===== config.mk =====
export PLATFORM = sky130hd
export DESIGN_NAME = axi_rd_burst_sched
export DESIGN_NICKNAME = d
export VERILOG_FILES = /design/src/rtl/axi_rd_burst_sched.sv
export SDC_FILE = /design/constraint.sdc
export NUM_CORES = 1
export LEC_CHECK = 0
export ABC_AREA = 0
export ABC_CLOCK_PERIOD_IN_PS = 6100
export CORE_ASPECT_RATIO = 1.1
export CORE_MARGIN = 2
export CORE_UTILIZATION = 52
export DETAILED_ROUTE_END_ITERATION = 6
export PLACE_DENSITY = 0.84
export SLEW_MARGIN = 20
export SYNTH_ARGS = -nofsm -noshare
export SYNTH_HDL_FRONTEND = slang
export SYNTH_SLANG_ARGS = --single-unit

===== constraint.sdc =====
create_clock -name M_AXI_ACLK -period 6.1 [get_ports M_AXI_ACLK]
set_clock_uncertainty 0.2 [all_clocks]
set_input_delay 1.22 -clock M_AXI_ACLK [delete_from_list [all_inputs] [get_ports M_AXI_ACLK]]
set_output_delay 1.22 -clock M_AXI_ACLK [all_outputs]
set_load 0.1 [all_outputs]

===== src/rtl/axi_rd_burst_sched.sv =====
`default_nettype none
// +----------------------------------------------------------------------------+
// | Module   : axi_rd_burst_sched                                               |
// | Purpose  : Splits a linear read command into 4 KB-safe AXI4 INCR bursts.    |
// |            Keeps several bursts in flight and captures the first R error.   |
// | Revision : 1.0                                                              |
// +----------------------------------------------------------------------------+
module axi_rd_burst_sched #(
  parameter int C_M_AXI_ADDR_WIDTH   = 32,
  parameter int C_M_AXI_DATA_WIDTH   = 64,
  parameter int C_M_AXI_ID_WIDTH     = 1,
  parameter int C_M_AXI_ARUSER_WIDTH = 1,
  parameter int C_M_AXI_RUSER_WIDTH  = 1,
  parameter int MAX_BURST            = 256,
  parameter int MAX_OUTST            = 4,
  parameter int BEAT_W               = 20
) (
  input  logic                            M_AXI_ACLK,
  input  logic                            M_AXI_ARESET,
  input  logic                            cmd_valid,
  output logic                            cmd_ready,
  input  logic [C_M_AXI_ADDR_WIDTH-1:0]   cmd_addr,
  input  logic [BEAT_W-1:0]               cmd_beats,
  output logic                            done,
  output logic [C_M_AXI_ID_WIDTH-1:0]     M_AXI_ARID,
  output logic [C_M_AXI_ADDR_WIDTH-1:0]   M_AXI_ARADDR,
  output logic [7:0]                      M_AXI_ARLEN,
  output logic [2:0]                      M_AXI_ARSIZE,
  output logic [1:0]                      M_AXI_ARBURST,
  output logic                            M_AXI_ARLOCK,
  output logic [3:0]                      M_AXI_ARCACHE,
  output logic [2:0]                      M_AXI_ARPROT,
  output logic [3:0]                      M_AXI_ARQOS,
  output logic [C_M_AXI_ARUSER_WIDTH-1:0] M_AXI_ARUSER,
  output logic                            M_AXI_ARVALID,
  input  logic                            M_AXI_ARREADY,
  input  logic [C_M_AXI_ID_WIDTH-1:0]     M_AXI_RID,
  input  logic [C_M_AXI_DATA_WIDTH-1:0]   M_AXI_RDATA,
  input  logic [1:0]                      M_AXI_RRESP,
  input  logic                            M_AXI_RLAST,
  input  logic [C_M_AXI_RUSER_WIDTH-1:0]  M_AXI_RUSER,
  input  logic                            M_AXI_RVALID,
  output logic                            M_AXI_RREADY,
  output logic [C_M_AXI_DATA_WIDTH-1:0]   rd_data,
  output logic                            rd_valid,
  input  logic                            rd_ready,
  output logic                            rd_last,
  output logic                            rerror,
  output logic [C_M_AXI_ADDR_WIDTH-1:0]   rerror_addr
);

  localparam int c_BPB  = C_M_AXI_DATA_WIDTH / 8;
  localparam int c_SIZE = $clog2(c_BPB);
  localparam int c_PW   = (MAX_OUTST > 1) ? $clog2(MAX_OUTST) : 1;
  localparam int c_OW   = $clog2(MAX_OUTST + 1);
  localparam logic [C_M_AXI_ADDR_WIDTH-1:0] c_AMASK = C_M_AXI_ADDR_WIDTH'(c_BPB - 1);
  localparam logic [BEAT_W:0]               c_MAXB  = (BEAT_W+1)'(MAX_BURST);
  localparam logic [c_OW-1:0]               c_OMAX  = c_OW'(MAX_OUTST);

  typedef enum logic [1:0] {
    S_IDLE  = 2'd0,
    S_ADDR  = 2'd1,
    S_DRAIN = 2'd2,
    S_DONE  = 2'd3
  } state_t;

  state_t                          r_state;
  state_t                          w_state_nxt;
  logic [C_M_AXI_ADDR_WIDTH-1:0]   r_cur_addr;
  logic [BEAT_W-1:0]               r_rem_ar;
  logic [BEAT_W-1:0]               r_rem_r;
  logic [c_OW-1:0]                 r_outst;
  logic [C_M_AXI_ADDR_WIDTH-1:0]   r_fifo [MAX_OUTST];
  logic [c_PW-1:0]                 r_wr_ptr;
  logic [c_PW-1:0]                 r_rd_ptr;
  logic                            r_rerror;
  logic [C_M_AXI_ADDR_WIDTH-1:0]   r_rerror_addr;

  logic                            w_accept;
  logic                            w_arvalid;
  logic                            w_ar_hs;
  logic                            w_r_hs;
  logic                            w_pop;
  logic [12:0]                     w_page_beats;
  logic [BEAT_W:0]                 w_page_ext;
  logic [BEAT_W:0]                 w_len;
  logic [C_M_AXI_ADDR_WIDTH-1:0]   w_step;
  logic                            w_unused_ok;

  function automatic logic [c_PW-1:0] f_inc(input logic [c_PW-1:0] p);
    return (p == c_PW'(MAX_OUTST - 1)) ? '0 : p + c_PW'(1);
  endfunction

  // Beats left before the next 4 KB page, then clipped to remaining work and MAX_BURST.
  assign w_page_beats = (13'd4096 - {1'b0, r_cur_addr[11:0]}) >> c_SIZE;
  assign w_page_ext   = (BEAT_W+1)'(w_page_beats);

  always_comb begin
    w_len = {1'b0, r_rem_ar};
    if (w_page_ext < w_len) w_len = w_page_ext;
    if (c_MAXB < w_len)     w_len = c_MAXB;
  end

  assign w_step    = C_M_AXI_ADDR_WIDTH'(w_len) << c_SIZE;
  assign w_accept  = cmd_valid && cmd_ready;
  // cur_addr/rem_ar only move on a handshake and outstanding only drops, so
  // once raised ARVALID/ARADDR/ARLEN stay put until ARREADY.
  assign w_arvalid = (r_state == S_ADDR) && (r_outst < c_OMAX);
  assign w_ar_hs   = w_arvalid && M_AXI_ARREADY;
  assign w_r_hs    = M_AXI_RVALID && rd_ready;
  assign w_pop     = w_r_hs && M_AXI_RLAST && (r_outst != '0);

  assign M_AXI_ARID    = '0;
  assign M_AXI_ARADDR  = r_cur_addr;
  assign M_AXI_ARLEN   = 8'(w_len - (BEAT_W+1)'(1));
  assign M_AXI_ARSIZE  = 3'(c_SIZE);
  assign M_AXI_ARBURST = 2'b01;
  assign M_AXI_ARLOCK  = 1'b0;
  assign M_AXI_ARCACHE = 4'b0011;
  assign M_AXI_ARPROT  = 3'b000;
  assign M_AXI_ARQOS   = 4'b0000;
  assign M_AXI_ARUSER  = '0;
  assign M_AXI_ARVALID = w_arvalid;

  assign M_AXI_RREADY = rd_ready;
  assign rd_data      = M_AXI_RDATA;
  assign rd_valid     = M_AXI_RVALID;
  assign rd_last      = M_AXI_RVALID && (r_rem_r == BEAT_W'(1));
  assign rerror       = r_rerror;
  assign rerror_addr  = r_rerror_addr;
  assign w_unused_ok  = ^{M_AXI_RID, M_AXI_RUSER, M_AXI_RRESP[0]};

  always_comb begin
    w_state_nxt = r_state;
    cmd_ready   = 1'b0;
    done        = 1'b0;
    case (r_state)
      S_IDLE: begin
        cmd_ready = 1'b1;
        if (cmd_valid) w_state_nxt = (cmd_beats == '0) ? S_DONE : S_ADDR;
      end
      S_ADDR: begin
        if (w_ar_hs && ({1'b0, r_rem_ar} == w_len)) w_state_nxt = S_DRAIN;
      end
      S_DRAIN: begin
        if ((r_rem_r == '0) && (r_outst == '0)) w_state_nxt = S_DONE;
      end
      S_DONE: begin
        done        = 1'b1;
        w_state_nxt = S_IDLE;
      end
      default: w_state_nxt = S_IDLE;
    endcase
  end

  always_ff @(posedge M_AXI_ACLK) begin
    if (M_AXI_ARESET) begin
      r_state       <= S_IDLE;
      r_cur_addr    <= '0;
      r_rem_ar      <= '0;
      r_rem_r       <= '0;
      r_outst       <= '0;
      r_wr_ptr      <= '0;
      r_rd_ptr      <= '0;
      r_rerror      <= 1'b0;
      r_rerror_addr <= '0;
      for (int i = 0; i < MAX_OUTST; i++) r_fifo[i] <= '0;
    end else begin
      r_state <= w_state_nxt;
      if (w_accept) begin
        r_cur_addr    <= cmd_addr & ~c_AMASK;
        r_rem_ar      <= cmd_beats;
        r_rem_r       <= cmd_beats;
        r_rerror      <= 1'b0;
        r_rerror_addr <= '0;
      end else begin
        if (w_ar_hs) begin
          r_cur_addr <= r_cur_addr + w_step;
          r_rem_ar   <= r_rem_ar - w_len[BEAT_W-1:0];
        end
        if (w_r_hs && (r_rem_r != '0)) r_rem_r <= r_rem_r - BEAT_W'(1);
        // FIFO head is the start address of the burst currently returning data.
        if (w_r_hs && M_AXI_RRESP[1] && !r_rerror) begin
          r_rerror      <= 1'b1;
          r_rerror_addr <= r_fifo[r_rd_ptr];
        end
      end
      if (w_ar_hs) begin
        r_fifo[r_wr_ptr] <= r_cur_addr;
        r_wr_ptr         <= f_inc(r_wr_ptr);
      end
      if (w_pop) r_rd_ptr <= f_inc(r_rd_ptr);
      if (w_ar_hs && !w_pop)      r_outst <= r_outst + c_OW'(1);
      else if (!w_ar_hs && w_pop) r_outst <= r_outst - c_OW'(1);
    end
  end

endmodule
`default_nettype wire


* After elaboration in Yosys (flattened, before gate mapping)
Memory sizes are Yosys's and may differ from the RTL's. A register that Yosys moved wholly into a read port is not among the register bits.
Index checks and enable logic that the tools add are counted.
** Operators by class
- Add/sub/neg operators :: 9
- Order comparisons :: 3
- Equal/unequal tests :: 10
- Mux-type cells :: 27
- Reduce and logical (&&, ||, !) cells :: 29
** Operator list (count)
- $mux 20 :: 6
- $mux 32 :: 3
- $logic_not 20->1 :: 2
- $add 32x23->32 :: 1
- $reduce_or 32->1 :: 1
- $eq 20x1->1 const B :: 1
- $eq 20x20->1 :: 1
- $lt 10x20->1 :: 1
- $lt 9x20->1 const A :: 1
- $reduce_bool 20->1 :: 1
- $sub 20x1->20 const B :: 1
- $sub 20x20->20 :: 1
- $logic_and 1x1->1 :: 14
- $mux 2 :: 7
- $sub 13x12->13 const A :: 1
- $eq 2x2->1 const B :: 4
- $mux 1 :: 8
- $pmux 2 s4 :: 1
- $sub 8x1->8 const B :: 1
- $mux 3 :: 2
- $reduce_bool 2->1 :: 3
- $add 2x1->2 const B :: 2
- $ne 2x2->1 const B :: 2
- $add 3x1->3 const B :: 1
- 10 further kinds :: 12
** Storage, ports and cells
- Flip-flop bits (word level) :: 82
- RAM bits :: 128
- Bits of input ports :: 127
- Output and inout port bits :: 162
- Memories kept :: 1
** Memory list
- r_fifo :: depth 4, bits a word 32, read ports 1, clocked after memory_dff 1, wr ports 4, line 73 : logic [C_M_AXI_ADDR_WIDTH-1:0] r_fifo [MAX_OUTST];

* Longest topological paths before layout
Gate-level depths: netlist (run 1).
- Word-level depth :: 9
- Mapped depth :: 25
- Mapped depth without buffers :: 22

* Worst setup path after synthesis (run 1)
Ideal clock, no wire load.
- Kind :: register to output
- Start :: register r_cur_addr[3] (netlist: M_AXI_ARADDR[3])
- End :: output M_AXI_ARLEN[6]
- Data arrival time :: 6.322 ns
- Required time :: 4.680 ns
- Slack :: -1.642 ns
- Cell stages (with the launch flop) :: 19
- Buffers on the path :: 3
- Cell sequence :: dfxtp_1 > clkbuf_1 > inv_1 > ha_1 > clkbuf_1 > nand3_1 > xor2_1 > ha_1 > a211oi_1 > nand2_1 > a311oi_1 > nor3_1 > clkbuf_1 > nand3_1 > o21ai_0 > inv_1 > ha_1 > nand4_1 > xnor2_1
** On the way
- Longest elaborated chain between the ends :: 6
** Ends and longest elaborated chain
- from (decl) :: line 69 : logic [C_M_AXI_ADDR_WIDTH-1:0] r_cur_addr;
- from (signal assigned) :: line 171 : r_cur_addr <= cmd_addr & ~c_AMASK;
- from (signal assigned) :: line 178 : r_cur_addr <= r_cur_addr + w_step;
- $sub 13x12->13 * :: line 95 : assign w_page_beats = (13'd4096 - {1'b0, r_cur_addr[11:0]}) >> c_SIZE;
- $lt 10x20->1 :: line 100 : if (w_page_ext < w_len) w_len = w_page_ext;
- $mux 20 * :: line 100
- $lt 9x20->1 :: line 101 : if (c_MAXB < w_len) w_len = c_MAXB;
- $mux 20 * :: line 101
- $sub 8x1->8 * :: line 115 : assign M_AXI_ARLEN = 8'(w_len - (BEAT_W+1)'(1));
- to (decl) :: line 27 : output logic [7:0] M_AXI_ARLEN,
Mark *: on every way between the ends. The rest lies on a longest branch, timed or not.

* Worst setup path after layout (run 1)
- Start :: register r_cur_addr[8] (netlist: M_AXI_ARADDR[8])
- End :: output M_AXI_ARLEN[6]
The elaborated chain is that of the path after synthesis.

==> metrics.cfg, run 1 <==
[setup_path]
start_kind=flip-flop
cp_slowest_cell=dfxtp_1
cpMostUsedCell=ha_1
end_kind=output pin
required_ps=4680
max_stage_delay_ps=340
cp.arrival_ps=4390
worst-path-max-fanout=5
crit_type=reg2out
crit_family=simple AND/OR/NAND/NOR gates
path_buf_inv=3
crit_chain=nor4_4 > buf_4 > nand3_1 > xor2_1 > ha_1 > a211oi_1 > nand2_1 > a311oi_2 > or3_1 > inv_1 > mux2i_4 > or2_4 > ha_1 > nand4_1 > xnor2_4 > buf_12

[placed_design]
hpwl_mm=24.69
place.gp.congestion=0.9385
io_buffers=129
placed_area_um2=14430

[grt]
grt_pass1_wl_mm=54.86
grt_overflow_total=0
antenna_found_initial=1
grt_max_degree=51
grt_usage_pct=26.38
grt_pass1_vias=10300

[layout]
drive_gt1_share_pct=10.21
area_delta_synth_final_pct=16.17
mostFrequentLayoutCell=nand2_1
multi_input_area_um2=6684
final_cell_area_um2=15270
most-common-layout-cells=150 x nand2_1, 122 x and2_1, 120 x clkdlybuf4s50_1
fillerInstances=2046
nNetsFinal=1631
register_area_um2=5652

[synth]
ys_async_sr_fraction_pct=0
synth_cell_type_count=70
ys_seq_area_share_pct=42.93
syn_inst=1369
ys_seq_elements=224
ys.flop_type=edfxtp_1
synth_edf_count=116
synthesis.area_um2=13150
syn_area_per_cell_um2=9.605
yosysWarningCount=0

[detailed_routing]
drtPass1Iterations=5
drc=0
drtIter0Drc=773
wl_mm=35.18
wl_per_cell_um=19.81
ant_nets=0
drt-vias-per-instance=5.910
vias=10500

[pwr]
ir_worst_vdd_mv=0.4374
cellLeakagePower_nw=5.776
power_density_nw_per_um2=462.2

[clock_tree]
clockBufferDepth=3
clk_pin_slew_ps=70
clock_sinks=224
cts_tree=built
cts_buffers=24
cts-root-buf=clkbuf_16
htree_levels=1
clkLatencyLatePin_ps=520

[sta]
drv_slew=0
relSlewSlack_pct=27.67
setup_tns_ps=0
fin_crit_sh_pct=95.29
fmax_mhz=172.0
tightest_slew_ps=1082
finalSetupViolCount=0
finalCriticalPeriod_ps=5813
holdWs_ps=251.4
finalHoldViolations=0

[floorplanning]
coreArea_um2=25030
row_count=61
ioPinCount=289
die_x_um=155.6
die_height_um=170.8
dieArea_um2=26580
initial_utilization_pct=52.52

[hold_path]
hp-class=reg2reg

[run_status]
outcome=finished, final reports clean

[run]
cap_violations=0

routing by layer:
| layer | vias to the layer above | track usage [%] | share of wire, % |
|---|---|---|---|
| met3 | 113 | 4.635 | 7.3 |
| li1 | 4912 | - | - |
| met1 | 5018 | 31.26 | 38 |
| met5 | - | 0 | 0 |
| met4 | 0 | 10.89 | 4.3 |
| met2 | 454 | 47.33 | 50 |
path summary, 6_finish.rpt:
path                            cells after the start            start  slack (ps)              end
worst min register to register                      2  rerror_addr[18]         250  rerror_addr[18]
worst max register to register                     21  M_AXI_ARADDR[8]         480     r_rem_ar[18]
worst min-delay path                                2  rerror_addr[18]         250  rerror_addr[18]
worst max-delay path                               16  M_AXI_ARADDR[8]         290   M_AXI_ARLEN[6]
stage by stage:
| stage | util [%] | instances | setup WS, ps | total power [mW] |
|---|---|---|---|---|
| 4_1_cts | 60.87 | 1774 | 115.4 | 7.013 |
| 2_1_floorplan | - | 1413 | -277.5 | 4.750 |
| 6_report | 61.02 | 1776 | 287.1 | 7.060 |
| 5_1_grt | 61.01 | 1775 | -7.693 | 7.431 |
| 3_5_place_dp | 57.62 | 1730 | 47.36 | 5.526 |
| 3_3_place_gp | 57.62 | 1730 | 321.6 | 5.484 |
kinds of logic after synthesis:
family,after synthesis,synth area share (%)
adder cells (fa/ha/maj),62,6.071
flip-flops,224,42.93
other,2,0.05712
AO/OA/AOI/OAI,285,13.76
multiplexers,35,5.452
buffers and inverters,202,8.402
XOR/XNOR,65,4.330
AND/OR/NAND/NOR,494,18.99
synth_stat cells, types with 38 or more instances:
cell / instances / area share (%)
xnor2_1: 38 / 2.5
nand2_1: 151 / 4.3
nor2_1: 89 / 2.5
dfxtp_1: 108 / 16
inv_1: 40 / 1.1
o21ai_0: 40 / 1.5
clkbuf_1: 62 / 1.8
a21oi_1: 109 / 4.1
buf_4: 92 / 5.3
and2_1: 122 / 5.8
ha_1: 59 / 5.6
edfxtp_1: 116 / 26
worst reg2reg max path, delay by kind of cell (launching register included):
kind | cells | cell delay (ps)
AO/OA/AOI/OAI | 8 | 2180
flip-flops | 1 | 340
XOR/XNOR | 2 | 420
adder cells (fa/ha/maj) | 2 | 760
buffers and inverters | 2 | 290
multiplexers | 1 | 230
AND/OR/NAND/NOR | 6 | 1120
state kept, by name, indices dropped and copies added, names as in the netlist, 3 cells and up:
signal        count
r_fifo          116
M_AXI_ARADDR     29
rerror_addr      29
r_rem_ar         20
r_rem_r          20
r_outst           3
area by class of cell:
| class | instances | share of cell area [%] |
|---|---|---|
| Tap cell | 315 | 2.580 |
| Multi-Input combinational cell | 987 | 43.76 |
| Timing Repair Buffer | 164 | 10.42 |
| Inverter | 41 | 1.008 |
| Clock inverter | 11 | 0.7946 |
| Antenna cell | 1 | 0.01638 |
| Clock buffer | 33 | 4.423 |
| Sequential cell | 224 | 37.00 |
where the power goes:
group	switching (mW)	leakage, nW	internal (mW)
sequential	0.197	2.09	1.76
clock	0.605	0.390	0.863
combinational	2.36	3.30	1.27
timing repair:
| action | CTS | global route |
|---|---|---|
| pin swaps | 0 | 1 |
| setup buffers | 0 | 1 |
| hold buffers | 0 | 0 |
| gates cloned | 0 | 0 |
| gates resized for setup | 3 | 5 |
| endpoints found under the setup margin | 1 | 15 |
No activity file was read; power rests on OpenSTA's default activity.
==> run 2, diff against run 1 <==
- CTS_CLUSTER_DIAMETER: default -> 200
- SKIP_CTS_REPAIR_TIMING: default -> 1
==> metrics.cfg, run 2 (synthesized netlist as in run 1, its figures left out) <==
[floorplanning]
initial_utilization_pct=52.52  ; unchanged
coreArea_um2=25030  ; unchanged
die_x_um=155.6  ; unchanged
die_height_um=170.8  ; unchanged
dieArea_um2=26580  ; unchanged
ioPinCount=289  ; unchanged
row_count=61  ; unchanged

[clock_tree]
cts-root-buf=clkbuf_16
cts_tree=built
htree_levels=1  ; unchanged
clkLatencyLatePin_ps=520  ; about the same
clk_pin_slew_ps=60  ; about the same
cts_buffers=24  ; unchanged
clockBufferDepth=3  ; unchanged
clock_sinks=224  ; unchanged

[placed_design]
placed_area_um2=14430  ; unchanged
hpwl_mm=24.69  ; unchanged
place_ws_ps=47.36  ; unchanged
io_buffers=129  ; unchanged
place.gp.congestion=0.9385  ; unchanged
placedCellCount=1730  ; unchanged

[detailed_routing]
drc=0  ; unchanged
wl_per_cell_um=19.79  ; about the same
ant_nets=0  ; unchanged
drtPass1Iterations=5  ; unchanged
vias=10480  ; -0.13%
drt-vias-per-instance=5.903  ; -0.13%
wl_mm=35.15  ; about the same
drtIter0Drc=774  ; +0.13%

[grt]
grt_max_degree=51  ; unchanged
grt_pass1_wl_mm=54.77  ; -0.16%
grt_usage_pct=26.33  ; -0.049 points
grt_overflow_total=0  ; unchanged
grt_pass1_vias=10300  ; -0.039%
antenna_found_initial=1  ; unchanged

[layout]
top_register=r_fifo
drive_gt1_share_pct=10.21  ; unchanged
instances_no_fill=1776  ; unchanged
largest_register_ff_count=116  ; unchanged
mostFrequentLayoutCell=nand2_1
area_delta_synth_final_pct=16.17  ; unchanged
most-common-layout-cells=150 x nand2_1, 122 x and2_1, 120 x clkdlybuf4s50_1
nNetsFinal=1631  ; unchanged
final_cell_area_um2=15270  ; unchanged

[sta]
finalSetupViolCount=0  ; unchanged
tightest_slew_ps=1082  ; +0.6391 ps
finalHoldViolations=0  ; unchanged
drv_slew=0  ; unchanged
holdWs_ps=251.4  ; +0.02500 ps
relSlewSlack_pct=27.63  ; -0.043 points
setup_slack_ps=269.3  ; -17.77 ps
fin_crit_sh_pct=95.58  ; +0.29 points
fmax_mhz=171.5  ; -0.30%
finalCriticalPeriod_ps=5831  ; +17.77 ps

[setup_path]
startpoint=M_AXI_ARADDR[8]
start_kind=flip-flop
end_kind=output pin
cp.arrival_ps=4410  ; +20 ps
worstReg2RegStart=M_AXI_ARADDR[8]
required_ps=4680  ; about the same
crit_type=reg2out
worst-path-max-fanout=5  ; unchanged

[pwr]
cellLeakagePower_nw=5.776  ; unchanged
ir_worst_vdd_mv=0.4374  ; about the same
p_total_mw=7.059  ; about the same
power_density_nw_per_um2=462.2  ; about the same

[hold_path]
hp-start=rerror_addr[18]
hp-class=reg2reg

[run]
cap_violations=0  ; unchanged

[run_status]
outcome=finished, final reports clean

## run 2: cell counts in the layout (fill, tap and decap cells not counted)
Identical to the previous run, type by type.
## run 2: power breakdown
| part | switching (mW) | internal [mW] |
|---|---|---|
| Combinational | 2.37 | 1.27 |
| Sequential | 0.198 | 1.76 |
| Clock | 0.601 | 0.863 |
| Total | 3.16 | 3.89 |
## run 2: cell type report
class	count	area [um^2]
Sequential cell	224	5652
Clock inverter	11	121.4
Inverter	41	153.9
Fill cell	2046	9759
Tap cell	315	394.1
Clock buffer	33	675.6
Multi-Input combinational cell	987	6684
Timing Repair Buffer	164	1592
Antenna cell	1	2.502
## run 2: critical path, cell delays in order, from the launching register on
cell and delay, ps:
dfxtp_1 340, nor4_4 270, buf_4 180, nand3_1 150, xor2_1 250, ha_1 300, a211oi_1 240, nand2_1 120
a311oi_2 320, or3_1 180, inv_1 110, mux2i_4 270, or2_4 230, ha_1 250, nand4_1 240, xnor2_4 250
buf_12 190
## run 2: per-layer routing
| layer | wire, um | global-route usage (%) |
|---|---|---|
| met1 | 13520 | 31.17 |
| met2 | 17600 | 47.27 |
| met3 | 2521 | 4.610 |
| met4 | 1503 | 10.89 |
| met5 | 0 | 0 |
## run 2: per-stage QoR
stage	util [%]	setup TNS [ps]
3_3_place_gp	57.62	0
4_1_cts	60.81	-140.9
2_1_floorplan	-	-277.5
5_1_grt	61.01	-7.693
6_report	61.02	0
3_5_place_dp	57.62	0
## run 2: final timing paths
path	end	slack, ps	depth (start not counted)
max	M_AXI_ARLEN[6]	270	16
min	rerror_addr[18]	250	2
max reg2reg	r_rem_ar[18]	480	21
min reg2reg	rerror_addr[18]	250	2
==> run 3, diff against run 2 <==
- CORE_UTILIZATION: 52 -> 53
- DONT_BUFFER_PORTS: default -> 1
- PLACE_DENSITY: 0.84 -> 0.7
==> metrics.cfg, run 3 (synthesized netlist as in run 1, its figures left out) <==
[layout]
area_delta_synth_final_pct=8.022
largest_register_ff_count=116  ; unchanged
nNetsFinal=1526  ; -6.4%
drive_gt1_share_pct=12.83  ; +2.6 points
instances_no_fill=1666  ; -6.2%
most-common-layout-cells=150 x nand2_1, 122 x and2_1, 116 x edfxtp_1
mostFrequentLayoutCell=nand2_1
n_antenna_cell=0  ; -1
top_register=r_fifo

[pwr]
ir_worst_vdd_mv=0.6733  ; +54%
p_total_mw=6.931  ; -1.8%
cellLeakagePower_nw=5.413  ; -6.3%
power_density_nw_per_um2=487.9  ; +5.6%

[grt]
grt_pass1_wl_mm=52.58  ; -4.0%
antenna_found_initial=0  ; -1
grt_pass1_vias=9782  ; -5.0%
grt_usage_pct=25.54  ; -0.79 points
grt_overflow_total=0  ; unchanged
grt_max_degree=76  ; +49%

[detailed_routing]
wl_mm=34.03  ; -3.2%
drtIter0Drc=666  ; -14%
wl_per_cell_um=20.42  ; +3.2%
m1WireLength_mm=13.67  ; +1.1%
drc=0  ; unchanged
dr.max_layer_used=met4
wl_met2_mm=16.53  ; -6.1%
drtPass1Iterations=5  ; unchanged
wl_met3_mm=2.584  ; +2.5%
drt-vias-per-instance=6.004  ; +1.7%
ant_nets=0  ; unchanged
vias=10000  ; -4.6%

[floorplanning]
row_count=60  ; -1.6%
die_x_um=154.2  ; -0.92%
die_height_um=169.2  ; -0.93%
dieArea_um2=26090  ; -1.8%
coreArea_um2=24400  ; -2.5%
initial_utilization_pct=53.89  ; +1.4 points
ioPinCount=289  ; unchanged

[sta]
finalCriticalPeriod_ps=5874  ; +43.06 ps
finalHoldViolations=0  ; unchanged
relSlewSlack_pct=22.34  ; -5.3 points
finalSetupViolCount=0  ; unchanged
drv_slew=0  ; unchanged
holdWs_ps=319.5  ; +68.04 ps
fin_crit_sh_pct=96.29  ; +0.71 points
fmax_mhz=170.3  ; -0.73%
tightest_slew_ps=1163  ; +81.14 ps
setup_tns_ps=0  ; unchanged

[setup_path]
required_ps=4680  ; about the same
start_kind=flip-flop
crit_chain=nor4_2 > buf_4 > nand2_1 > xor2_1 > ha_1 > nand3_1 > nand2_1 > a311oi_2 > or3_1 > inv_1 > mux2i_4 > or2_1 > buf_4 > ha_2 > nand4_1 > xnor2_4 > buf_12
end_kind=output pin
worst-path-max-fanout=5  ; unchanged
ff2ff_path_depth=21  ; unchanged
max_stage_delay_ps=440  ; +100 ps
cp_slowest_cell=nor4_2
crit_type=reg2out
cp.arrival_ps=4450  ; +40 ps

[clock_tree]
cts_tree=built
clock_sinks=224  ; unchanged
cts-root-buf=clkbuf_16
clockBufferDepth=3  ; unchanged
clk_pin_slew_ps=60  ; about the same
clkLatencyLatePin_ps=530  ; about the same
htree_levels=1  ; unchanged
cts_buffers=25  ; +4.2%

[placed_design]
placedCellCount=1620  ; -6.4%
hpwl_mm=23.42  ; -5.2%
io_buffers=0  ; -100%
place.gp.congestion=0.9415  ; +0.32%

[run]
cap_violations=0  ; unchanged

[run_status]
outcome=finished, final reports clean

[hold_path]
hp-class=reg2reg
min_path_cells=2  ; unchanged

[run 3: worst paths after layout]
path                                         end            start  slack, ps
worst max-delay path              M_AXI_ARLEN[6]  M_AXI_ARADDR[5]        230
worst min-delay path                  r_rem_r[1]       r_rem_r[1]        320
worst max register to register  M_AXI_ARADDR[30]  M_AXI_ARADDR[5]        350
worst min register to register        r_rem_r[1]       r_rem_r[1]        320
[run 3: report_power, final]
group / total (mW) / switching (mW) / internal (mW)
logic: 3.42 / 2.22 / 1.20
clock network: 1.46 / 0.629 / 0.834
registers: 2.05 / 0.289 / 1.76
total: 6.93 / 3.13 / 3.80
[run 3: worst max-delay path, delay by kind of cell (launching register included)]
kind,cells,cell delay (ps)
and+or+nand+nor,7,1510
buffers and inverters,4,730
adders and majority gates,2,580
xor gates and xnor gates,2,420
DFF,1,320
muxes,1,320
AOI/OAI and AO/OA,1,60
[run 3: metal layers]
layer,vias up,track usage [%]
met5,-,0
met4,0,10.48
met3,94,5.337
met2,389,43.89
met1,4816,31.44
li1,4703,-
[run 3: area by class of cell]
type | count | area, um^2
Fill cell | 2103 | 10190
Sequential cell | 224 | 5660
Inverter | 41 | 153.9
Timing Repair Buffer | 58 | 510.5
Clock buffer | 31 | 678.2
Multi-Input combinational cell | 987 | 6698
Clock inverter | 15 | 115.1
Tap cell | 310 | 387.9
[run 3: stage by stage]
| step | setup slack, ps | util (%) | instance area, um^2 |
|---|---|---|---|
| after floorplan | -277.5 | - | 13360 |
| after global placement | 395.9 | 54.70 | 13350 |
| after detailed placement | 331.0 | 54.70 | 13350 |
| after CTS | -17.76 | 57.95 | 14140 |
| after global routing | -1.943 | 58.22 | 14200 |
| final | 226.3 | 58.22 | 14200 |
